File: src/rtl/slink_tx_framer_pkg.sv
// Shared line codes, CRC constants and FSM encoding for the slink transmit framer.
package slink_tx_framer_pkg;

    localparam logic [15:0] IDLE_WORD  = 16'hBC50;
    localparam logic [15:0] SYNC_WORD  = 16'hEB90;
    localparam logic [15:0] ABORT_WORD = 16'hFE00;
    localparam logic [15:0] CRC_POLY   = 16'h1021;
    localparam logic [15:0] CRC_INIT   = 16'hFFFF;

    localparam int unsigned SOP_BIT = 17;
    localparam int unsigned EOP_BIT = 16;

    typedef enum logic [2:0] {
        StIdle,
        StSync,
        StBody,
        StCrc,
        StGap,
        StAbort
    } state_e;

    // CRC-16/CCITT over one word; high byte then low byte, MSB first == bits 15 down to 0.
    function automatic logic [15:0] crc16_word(input logic [15:0] crc, input logic [15:0] data);
        logic [15:0] c;
        c = crc;
        for (int i = 15; i >= 0; i--) begin
            if (c[15] ^ data[i]) begin
                c = {c[14:0], 1'b0} ^ CRC_POLY;
            end else begin
                c = {c[14:0], 1'b0};
            end
        end
        return c;
    endfunction

endpackage

File: src/rtl/slink_rxbuf.sv
// Synchronous show-ahead FIFO with occupancy output; the writer guarantees no overflow.
module slink_rxbuf #(
    parameter int unsigned DEPTH = 4,
    parameter int unsigned WIDTH = 18
) (
    input  logic                     clk,
    input  logic                     rst,
    input  logic                     wr_en,
    input  logic [WIDTH-1:0]         wr_data,
    input  logic                     rd_en,
    output logic [WIDTH-1:0]         rd_data,
    output logic                     empty,
    output logic [$clog2(DEPTH):0]   count
);

    localparam int unsigned AW = $clog2(DEPTH);
    localparam int unsigned CW = AW + 1;

    logic [WIDTH-1:0] mem [DEPTH];
    logic [AW-1:0]    wr_ptr_q;
    logic [AW-1:0]    rd_ptr_q;

    always_ff @(posedge clk or posedge rst) begin
        if (rst) begin
            wr_ptr_q <= '0;
            rd_ptr_q <= '0;
            count    <= '0;
        end else begin
            if (wr_en) begin
                wr_ptr_q <= wr_ptr_q + AW'(1);
            end
            if (rd_en) begin
                rd_ptr_q <= rd_ptr_q + AW'(1);
            end
            count <= count + CW'(wr_en) - CW'(rd_en);
        end
    end

    always_ff @(posedge clk) begin
        if (wr_en) begin
            mem[wr_ptr_q] <= wr_data;
        end
    end

    assign rd_data = mem[rd_ptr_q];
    assign empty   = (count == '0);

endmodule

File: src/rtl/slink_tx_framer.sv
// Frames buffered upstream words into sync / payload / CRC / gap sequences on a 16-bit line.
module slink_tx_framer
    import slink_tx_framer_pkg::*;
#(
    parameter int unsigned BUF_DEPTH = 4,
    parameter int unsigned MAX_LEN   = 1024,
    parameter int unsigned GAP_WORDS = 2
) (
    input  logic        clk_12_5m,
    input  logic        rst_12_5m,
    input  logic        tx_en,
    input  logic        mmtx_slink_dval,
    input  logic [17:0] mmtx_slink_data,
    output logic        slink_mmtx_rdreq,
    output logic [15:0] tx_data,
    output logic        tx_kflag,
    output logic        tx_sof,
    output logic        tx_eof,
    output logic        err_underrun,
    output logic        err_sync,
    output logic        err_len,
    output logic [15:0] frm_cnt
);

    localparam int unsigned CW = $clog2(BUF_DEPTH) + 1;
    localparam int unsigned SW = CW + 1;
    localparam int unsigned LW = $clog2(MAX_LEN + 1);
    localparam int unsigned GW = $clog2(GAP_WORDS + 1);

    logic [17:0]   head;
    logic          buf_empty;
    logic [CW-1:0] buf_count;
    logic          head_valid;
    logic          head_sop;
    logic          pop;
    logic          idle_decide;
    logic          len_full;
    logic          rdreq_d;
    logic [SW-1:0] occ_sum;

    state_e        state_q;
    logic [15:0]   crc_q;
    logic [LW-1:0] len_q;
    logic          last_q;
    logic          drop_q;
    logic [GW-1:0] gap_cnt_q;

    slink_rxbuf #(
        .DEPTH(BUF_DEPTH),
        .WIDTH(18)
    ) u_rxbuf (
        .clk    (clk_12_5m),
        .rst    (rst_12_5m),
        .wr_en  (mmtx_slink_dval),
        .wr_data(mmtx_slink_data),
        .rd_en  (pop),
        .rd_data(head),
        .empty  (buf_empty),
        .count  (buf_count)
    );

    assign head_valid = !buf_empty;
    assign head_sop   = head[SOP_BIT];

    always_comb begin
        // The last gap word doubles as an idle decision so a queued SOP follows without a bubble.
        idle_decide = (state_q == StIdle) || (state_q == StGap && gap_cnt_q == GW'(GAP_WORDS));
        len_full    = (len_q == LW'(MAX_LEN));
        pop         = 1'b0;
        if (idle_decide) begin
            pop = head_valid && !head_sop;
        end else if (state_q == StAbort || state_q == StGap) begin
            pop = drop_q && head_valid && !head_sop;
        end else if (state_q == StSync) begin
            pop = !len_full && head_valid;
        end else if (state_q == StBody) begin
            pop = !last_q && !len_full && head_valid && !head_sop;
        end
        // Count the word landing now and the one already requested so the buffer never overflows.
        occ_sum = SW'(buf_count) + SW'(mmtx_slink_dval) + SW'(slink_mmtx_rdreq) - SW'(pop);
        rdreq_d = tx_en && (occ_sum < SW'(BUF_DEPTH));
    end

    always_ff @(posedge clk_12_5m or posedge rst_12_5m) begin
        if (rst_12_5m) begin
            state_q          <= StIdle;
            crc_q            <= CRC_INIT;
            len_q            <= '0;
            last_q           <= 1'b0;
            drop_q           <= 1'b0;
            gap_cnt_q        <= '0;
            slink_mmtx_rdreq <= 1'b0;
            tx_data          <= IDLE_WORD;
            tx_kflag         <= 1'b1;
            tx_sof           <= 1'b0;
            tx_eof           <= 1'b0;
            err_underrun     <= 1'b0;
            err_sync         <= 1'b0;
            err_len          <= 1'b0;
            frm_cnt          <= '0;
        end else begin
            slink_mmtx_rdreq <= rdreq_d;
            tx_sof           <= 1'b0;
            tx_eof           <= 1'b0;
            err_underrun     <= 1'b0;
            err_sync         <= 1'b0;
            err_len          <= 1'b0;
            drop_q           <= drop_q && head_valid && !head_sop;

            if (idle_decide) begin
                state_q  <= StIdle;
                tx_data  <= IDLE_WORD;
                tx_kflag <= 1'b1;
                if (head_valid && head_sop) begin
                    state_q <= StSync;
                    tx_data <= SYNC_WORD;
                    tx_sof  <= 1'b1;
                    crc_q   <= CRC_INIT;
                    len_q   <= '0;
                    last_q  <= 1'b0;
                end else if (head_valid && !drop_q) begin
                    err_sync <= 1'b1;
                end
            end else begin
                case (state_q)
                    StCrc, StAbort: begin
                        state_q   <= StGap;
                        tx_data   <= IDLE_WORD;
                        tx_kflag  <= 1'b1;
                        gap_cnt_q <= GW'(1);
                    end
                    StGap: begin
                        tx_data   <= IDLE_WORD;
                        tx_kflag  <= 1'b1;
                        gap_cnt_q <= gap_cnt_q + GW'(1);
                    end
                    default: begin
                        if (last_q) begin
                            state_q  <= StCrc;
                            tx_data  <= crc_q;
                            tx_kflag <= 1'b0;
                            tx_eof   <= 1'b1;
                            frm_cnt  <= frm_cnt + 16'd1;
                        end else if (len_full || !head_valid ||
                                     (state_q == StBody && head_sop)) begin
                            state_q      <= StAbort;
                            tx_data      <= ABORT_WORD;
                            tx_kflag     <= 1'b1;
                            tx_eof       <= 1'b1;
                            drop_q       <= 1'b1;
                            err_len      <= len_full;
                            err_underrun <= !len_full && !head_valid;
                            err_sync     <= !len_full && head_valid;
                        end else begin
                            state_q  <= StBody;
                            tx_data  <= head[15:0];
                            tx_kflag <= 1'b0;
                            crc_q    <= crc16_word(crc_q, head[15:0]);
                            len_q    <= len_q + LW'(1);
                            last_q   <= head[EOP_BIT];
                        end
                    end
                endcase
            end
        end
    end

endmodule

File: config.mk
export PLATFORM = sky130hd
export DESIGN_NAME = slink_tx_framer
export DESIGN_NICKNAME = d
export VERILOG_FILES = /design/src/rtl/slink_tx_framer_pkg.sv /design/src/rtl/slink_rxbuf.sv /design/src/rtl/slink_tx_framer.sv
export SDC_FILE = /design/constraint.sdc
export NUM_CORES = 1
export LEC_CHECK = 0
export ABC_AREA = 1
export CAP_MARGIN = 20
export CORE_MARGIN = 2
export CORE_UTILIZATION = 45
export CTS_BUF_LIST = sky130_fd_sc_hd__clkbuf_4 sky130_fd_sc_hd__clkbuf_8 sky130_fd_sc_hd__clkbuf_16
export DETAILED_ROUTE_END_ITERATION = 10
export SETUP_SLACK_MARGIN = 0.1
export SLEW_MARGIN = 30
export SYNTH_ARGS = -nofsm -noshare
export SYNTH_HDL_FRONTEND = slang
export SYNTH_HIERARCHICAL = 1
export SYNTH_SLANG_ARGS = --single-unit
File: constraint.sdc
create_clock -name clk_12_5m -period 7.9 [get_ports clk_12_5m]
set_clock_uncertainty 0.2 [all_clocks]
set_input_delay 1.58 -clock clk_12_5m [delete_from_list [all_inputs] [get_ports clk_12_5m]]
set_output_delay 1.58 -clock clk_12_5m [all_outputs]
set_load 0.03 [all_outputs]
[Word level (Yosys, flattened, before mapping)]
Memories as Yosys holds them, arrays and structs flattened.
Cells that the tools add are included.
Word-level totals
  register bits after elaboration: 80
  bits in writable memories: 72
  memories kept: 1
Memories
  u_rxbuf.mem: depth 4, width 18, read ports 1, clocked after memory_dff 0, write ports 1, RTL line slink_rxbuf.sv:19  | logic [WIDTH-1:0] mem [DEPTH];
Operators by class
  add/sub/neg operators: 10
  magnitude comparators: 1
  equality and inequality tests: 12
  multiplexer cells: 135
  bitwise operators: 34
  reductions and logical operators: 31
Operator list (count)
  $mux W16: 69
  $mux W13: 16
  $mux W11: 5
  $not A3 Y3: 16
  $mux W1: 39
  $add A16 B1 Y16 const B: 1
  $xor A1 B1 Y1: 16
  $mux W15: 1
  $logic_and A1 B1 Y1: 13
  $add A11 B1 Y11 const B: 1
  $eq A11 B11 Y1 const B: 1
  $mux W3: 3
  $add A2 B1 Y2 const B: 3
  $eq A3 B2 Y1 const B: 2
  $eq A3 B3 Y1 const B: 2
  $logic_not A3 Y1: 2
  $ne A2 B2 Y1 const B: 3
  $pmux W3 S2: 1
  $logic_not A1 Y1: 5
  $add A3 B1 Y4: 1
  $add A4 B1 Y4: 1
  $logic_or A1 B1 Y1: 4
  $lt A4 B3 Y1 const B: 1
  $ne A2 B1 Y1 const B: 2
  other kinds (13): 15

[Depth between registers and ports, before layout]
  depth after elaboration: 97
  depth in mapped cells: 19

[By module]
The synthesis kept the hierarchy.
Modules (own cells, without submodules)
  slink_tx_framer: instances 1, cells an instance 564, area an instance 4364.2 sq um
  slink_rxbuf: instances 1, cells an instance 327, area an instance 3450.8 sq um

[Worst setup path after synthesis]
Ideal clock, no wire load.
  kind: input port to flip-flop
  start point: input mmtx_slink_dval
  end point: memory u_rxbuf.mem[0][0], enable pin
  arrival time: 2.229 ns
  setup slack: 5.098 ns
  cell stages on the path: 3
  path buffers: 1
  path through: clkbuf_1 nand2_1 inv_1
Between the ends
  longest elaborated chain between the ends: 2
RTL lines
  from (decl): RTL line slink_tx_framer.sv:12  | input logic mmtx_slink_dval,
  $mux W1: RTL line slink_rxbuf.sv:40  | if (wr_en) begin
  $mux W1 (implied by the code): RTL line slink_rxbuf.sv:41  | mem[wr_ptr_q] <= wr_data;
  to (decl): RTL line slink_rxbuf.sv:19
No other way between the ends.

[Worst setup path in the final report]
  start point: register u_rxbuf.rd_ptr_q[0]
  end point: register slink_mmtx_rdreq
Between the ends
  longest elaborated chain between the ends: 10
  elaborated cells between the ends (all ways): 12
RTL lines
  from (decl): RTL line slink_rxbuf.sv:21  | logic [AW-1:0] rd_ptr_q;
  from (signal assigned): RTL line slink_rxbuf.sv:33  | rd_ptr_q <= rd_ptr_q + AW'(1);
  $mem_v2 Z4 W18 *
  named net head[17]: RTL line slink_tx_framer.sv:30  | logic [17:0] head;
  $logic_not A1 Y1 *: RTL line slink_tx_framer.sv:71, slink_tx_framer.sv:73, slink_tx_framer.sv:77
  $logic_and A1 B1 Y1: RTL line slink_tx_framer.sv:77  | pop = !last_q && !len_full && head_valid && !head_sop;
  $mux W1: RTL line slink_tx_framer.sv:76  | end else if (state_q == StBody) begin
  $mux W1: RTL line slink_tx_framer.sv:74  | end else if (state_q == StSync) begin
  $mux W1: RTL line slink_tx_framer.sv:72  | end else if (state_q == StAbort || state_q == StGap) begin
  $mux W1 *: RTL line slink_tx_framer.sv:70  | if (idle_decide) begin
  named net pop: RTL line slink_tx_framer.sv:35  | logic pop;
  $sub A4 B1 Y4 *: RTL line slink_tx_framer.sv:80  | occ_sum = SW'(buf_count) + SW'(mmtx_slink_dval) + SW'(slink_mmtx_rdreq) - SW'(pop);
  $lt A4 B3 Y1 *: RTL line slink_tx_framer.sv:81  | rdreq_d = tx_en && (occ_sum < SW'(BUF_DEPTH));
  $logic_and A1 B1 Y1 *: RTL line slink_tx_framer.sv:81
  named net rdreq_d: RTL line slink_tx_framer.sv:38  | logic rdreq_d;
  to (signal assigned): RTL line slink_tx_framer.sv:102  | slink_mmtx_rdreq <= rdreq_d;
  to (decl): RTL line slink_tx_framer.sv:14  | output logic slink_mmtx_rdreq,
The timed path passes the listed nets; every way through them passes the cells marked *.
A chain may end at the register's enable or synchronous reset.

==> results.cfg <==
[worst_setup_path]
r2r.worst_path.cells = 15
critical_path.reg2reg.startpoint = u_rxbuf/rd_ptr_q[0]
end_kind = flop
crit-reg2reg-capture = slink_mmtx_rdreq
cp.required_ns = 8.02
timing.setup.critical_path_class = reg2reg
largest_fanout_of_any_net_on_the_critical_path = 39
r2r_slack_ns = 4.35
worst_ep_arrival_ns = 3.67
crit_path_start_kind = flop

[route]
post-route-drc-count = 0
detailroute.via_count = 5695
post_drt_via_cell_ratio = 4.790
finalWirelength_mm = 16.32
routed_wire_length_per_instance_um = 13.73
total_iterations_of_the_first_detailed_routing_run = 5
detailedRoute.firstIterationViolations = 265
postRouteAntennaNets = 0

[synthesis]
top_cell_types_by_occurrence_after_synthesis = 262 x sky130_fd_sc_hd__nand2_1, 160 x sky130_fd_sc_hd__inv_1, 80 x sky130_fd_sc_hd__nand3_1
postSynth.asyncResetShare = 0.5263
dominantRegCellSynth = sky130_fd_sc_hd__edfxtp_1
synth_seq_cells = 152
ys_types = 46
synth-seq-area-share = 0.5367
area_share_of_the_largest_cell_type_after_synthesis = 0.2767
synth.cell_area_um2 = 7815
synth-edff-count = 72
yosysWarnings = 6
synth_nets = 928
postSynthCellCount = 891
yosys.area.top_type = sky130_fd_sc_hd__edfxtp_1
synth_area_per_cell_um2 = 8.771
post-synth-top-count-cell = sky130_fd_sc_hd__nand2_1
post_synth_main_area_contributors = sky130_fd_sc_hd__edfxtp_1 28%, sky130_fd_sc_hd__dfrtp_1 18%, sky130_fd_sc_hd__nand2_1 13%

[clock_network]
cts.repair_timing.setup_buffer_count = 0
htree_levels = 4
ctsLongestPathBuffers = 2
numCtsBuffers = 17
path_clk_slew_ns = 0.07
post_cts_resize_count = 0
cts_root_buffer = sky130_fd_sc_hd__clkbuf_16
numClockSinks = 152
ctsHoldBuffers = 0
clock_tree_from_tritoncts = built
clkLatencyLatePin_ns = 0.43

[power_and_ir_drop]
power_per_cell_area_nw_per_um2 = 483.0
vdd_drop_max_mv = 0.2600
power.static_leakage_uw = 0.004270

[timing]
final-setup-viol-count = 0
period_minus_slack_ns = 3.548
maxClockFrequency_mhz = 281.9
ratio_of_final_minimum_period_to_clock_period = 0.4491
transition_time_at_the_pin_with_the_least_slew_margin_ns = 0.7821
final-hold-violation-count = 0
grt_setup_unrepaired = no
timing.final.max_slew_violations = 0
relative_slew_slack = 0.4781
setup-tns-final_ns = 0

[placed_design]
port_buffers = 60
gpl.final_weighted_congestion = 0.8374
hpwl_mm = 11.38

[layout]
final_core_utilization = 0.5326
diode_insertion_count_for_antenna_repair = 0
fillers = 1627
num-nets-final = 988
area_growth_syn_to_layout_pct = 16.65
post_route_cells_drive_above_1_share = 0.08921
multi_input_combinational_cell_area_um2 = 2829
area.sequential_um2 = 4194

[die]
die_x_um = 135.8
ios = 61
initial_core_util = 0.4566
die_y_um = 135.8
die_area_um2 = 18440
floorplan.core_area_um2 = 17120
std_cell_rows = 48

[global_route]
grt_pass1_vias = 5478
gr-usage-all-layers = 0.1902
antenna_found_initial = 0
grt_start_max_net_pins = 74
grt_overflow_total = 0
grt_pass1_wl_mm = 27.12

[hold_path]
min-delay-path-class = reg2reg
hold_path_depth = 2
min_from = crc_q[7]
min_to = crc_q[7]

[run]
max-cap-violations = 0

[outcome]
run_status = finished, final reports clean
## through the flow
step | worst slack, ns | cells | cell area [um^2] | total power, uW | hold WS, ns
floorplan | 4.306 | 891 | 7815 | 3084 | 0.2570
global placement | 4.337 | 1157 | 8553 | 3616 | 0.2772
detailed placement | 4.346 | 1157 | 8553 | 3639 | 0.2794
CTS | 4.329 | 1189 | 9112 | 4425 | 0.2892
global route | 4.068 | 1189 | 9116 | 4805 | 0.3083
finish | 4.352 | 1189 | 9116 | 4403 | 0.2881
## layout make-up
cell class              count  share of cell area
clock buffers              18             0.04749
clock inverters            14             0.01386
inverters                 168             0.06945
multi-input cells         550              0.3103
flip-flops and latches    152              0.4601
well taps                 225             0.03088
repair buffers             62             0.06794
## layout by cell type (no fill, tap or decap), types with 2 or more instances in the layout
cell                                n
sky130_fd_sc_hd__nand2_1          262
sky130_fd_sc_hd__inv_1            159
sky130_fd_sc_hd__nand3_1           80
sky130_fd_sc_hd__edfxtp_1          72
sky130_fd_sc_hd__clkdlybuf4s50_1   60
sky130_fd_sc_hd__dfrtp_1           56
sky130_fd_sc_hd__nor2_1            40
sky130_fd_sc_hd__xor2_1            34
sky130_fd_sc_hd__o21ai_0           25
sky130_fd_sc_hd__dfstp_2           24
sky130_fd_sc_hd__clkbuf_16         17
sky130_fd_sc_hd__nor3_1            14
sky130_fd_sc_hd__ha_1              14
sky130_fd_sc_hd__xnor2_1           11
sky130_fd_sc_hd__a21oi_1           10
sky130_fd_sc_hd__nand4_1            8
sky130_fd_sc_hd__inv_2              8
sky130_fd_sc_hd__o21ai_1            7
sky130_fd_sc_hd__nand2_2            4
sky130_fd_sc_hd__nor2_4             4
sky130_fd_sc_hd__nor4_1             4
sky130_fd_sc_hd__a22oi_1            4
sky130_fd_sc_hd__nor2_2             3
sky130_fd_sc_hd__o22ai_1            3
sky130_fd_sc_hd__nand3b_1           3
sky130_fd_sc_hd__clkinv_1           3
sky130_fd_sc_hd__clkinvlp_4         3
sky130_fd_sc_hd__clkinv_4           3
sky130_fd_sc_hd__nand3_2            2
sky130_fd_sc_hd__a31oi_1            2
sky130_fd_sc_hd__a22o_1             2
sky130_fd_sc_hd__inv_8              2
## power breakdown
group          switching, uW  internal [uW]  leakage [uW]
sequential               145           1110       0.00163
clock                    334            438      0.000262
combinational           1580            796       0.00237
total                   2060           2340       0.00427
## kinds of logic (layout without fill, tap and decap cells)
group	count (synthesis)	after routing	synth area share
AO/OA/AOI/OAI	62	62	0.04931
AND/OR/NAND/NOR	427	427	0.2352
XOR/XNOR	46	46	0.05251
buffers and inverters	189	262	0.1013
flip-flops	152	152	0.5367
adder cells (fa/ha/maj)	15	15	0.02498
## critical path: stages, from the launching register on
cell and delay [ns]:
sky130_fd_sc_hd__dfrtp_1 0.36, sky130_fd_sc_hd__buf_4 0.25, sky130_fd_sc_hd__inv_2 0.47, sky130_fd_sc_hd__nand2_1 0.11, sky130_fd_sc_hd__nand3_1 0.09, sky130_fd_sc_hd__nand2_1 0.13
sky130_fd_sc_hd__nor2_1 0.23, sky130_fd_sc_hd__nand3_1 0.12, sky130_fd_sc_hd__a31oi_1 0.39, sky130_fd_sc_hd__ha_1 0.32, sky130_fd_sc_hd__inv_1 0.05, sky130_fd_sc_hd__ha_1 0.22
sky130_fd_sc_hd__a21o_1 0.15, sky130_fd_sc_hd__a21oi_1 0.14, sky130_fd_sc_hd__xnor2_1 0.13, sky130_fd_sc_hd__nor3_1 0.06
## state kept, by name (all words and copies together) (netlist names), 2 cells and up
signal and flops:
crc_q 16, frm_cnt 16, gap_cnt_q 2, len_q 11, state_q 3, tx_data 16, u_rxbuf/count 3, u_rxbuf/mem 72
u_rxbuf/rd_ptr_q 2, u_rxbuf/wr_ptr_q 2
## worst max path at each step
| stage | from | endpoint | depth (start not counted) |
|---|---|---|---|
| final | u_rxbuf/rd_ptr_q[0] | slink_mmtx_rdreq | 15 |
| after global routing | u_rxbuf/rd_ptr_q[0] | slink_mmtx_rdreq | 15 |
| after CTS | u_rxbuf/rd_ptr_q[0] | slink_mmtx_rdreq | 15 |
| after detailed placement | mmtx_slink_dval | u_rxbuf/mem[3][11] | 3 |
| after global placement | mmtx_slink_dval | u_rxbuf/mem[1][9] | 3 |
| after floorplan | rst_12_5m | drop_q | 1 |
## routing by layer
layer	share of wire	GRT usage	vias up
met3	0.050	0.05612	23
met1	0.46	0.2457	2626
met2	0.48	0.3140	125
met5	0	0	-
li1	-	-	2921
met4	0.013	0.05035	0
Power figures use the tool's default switching activity.
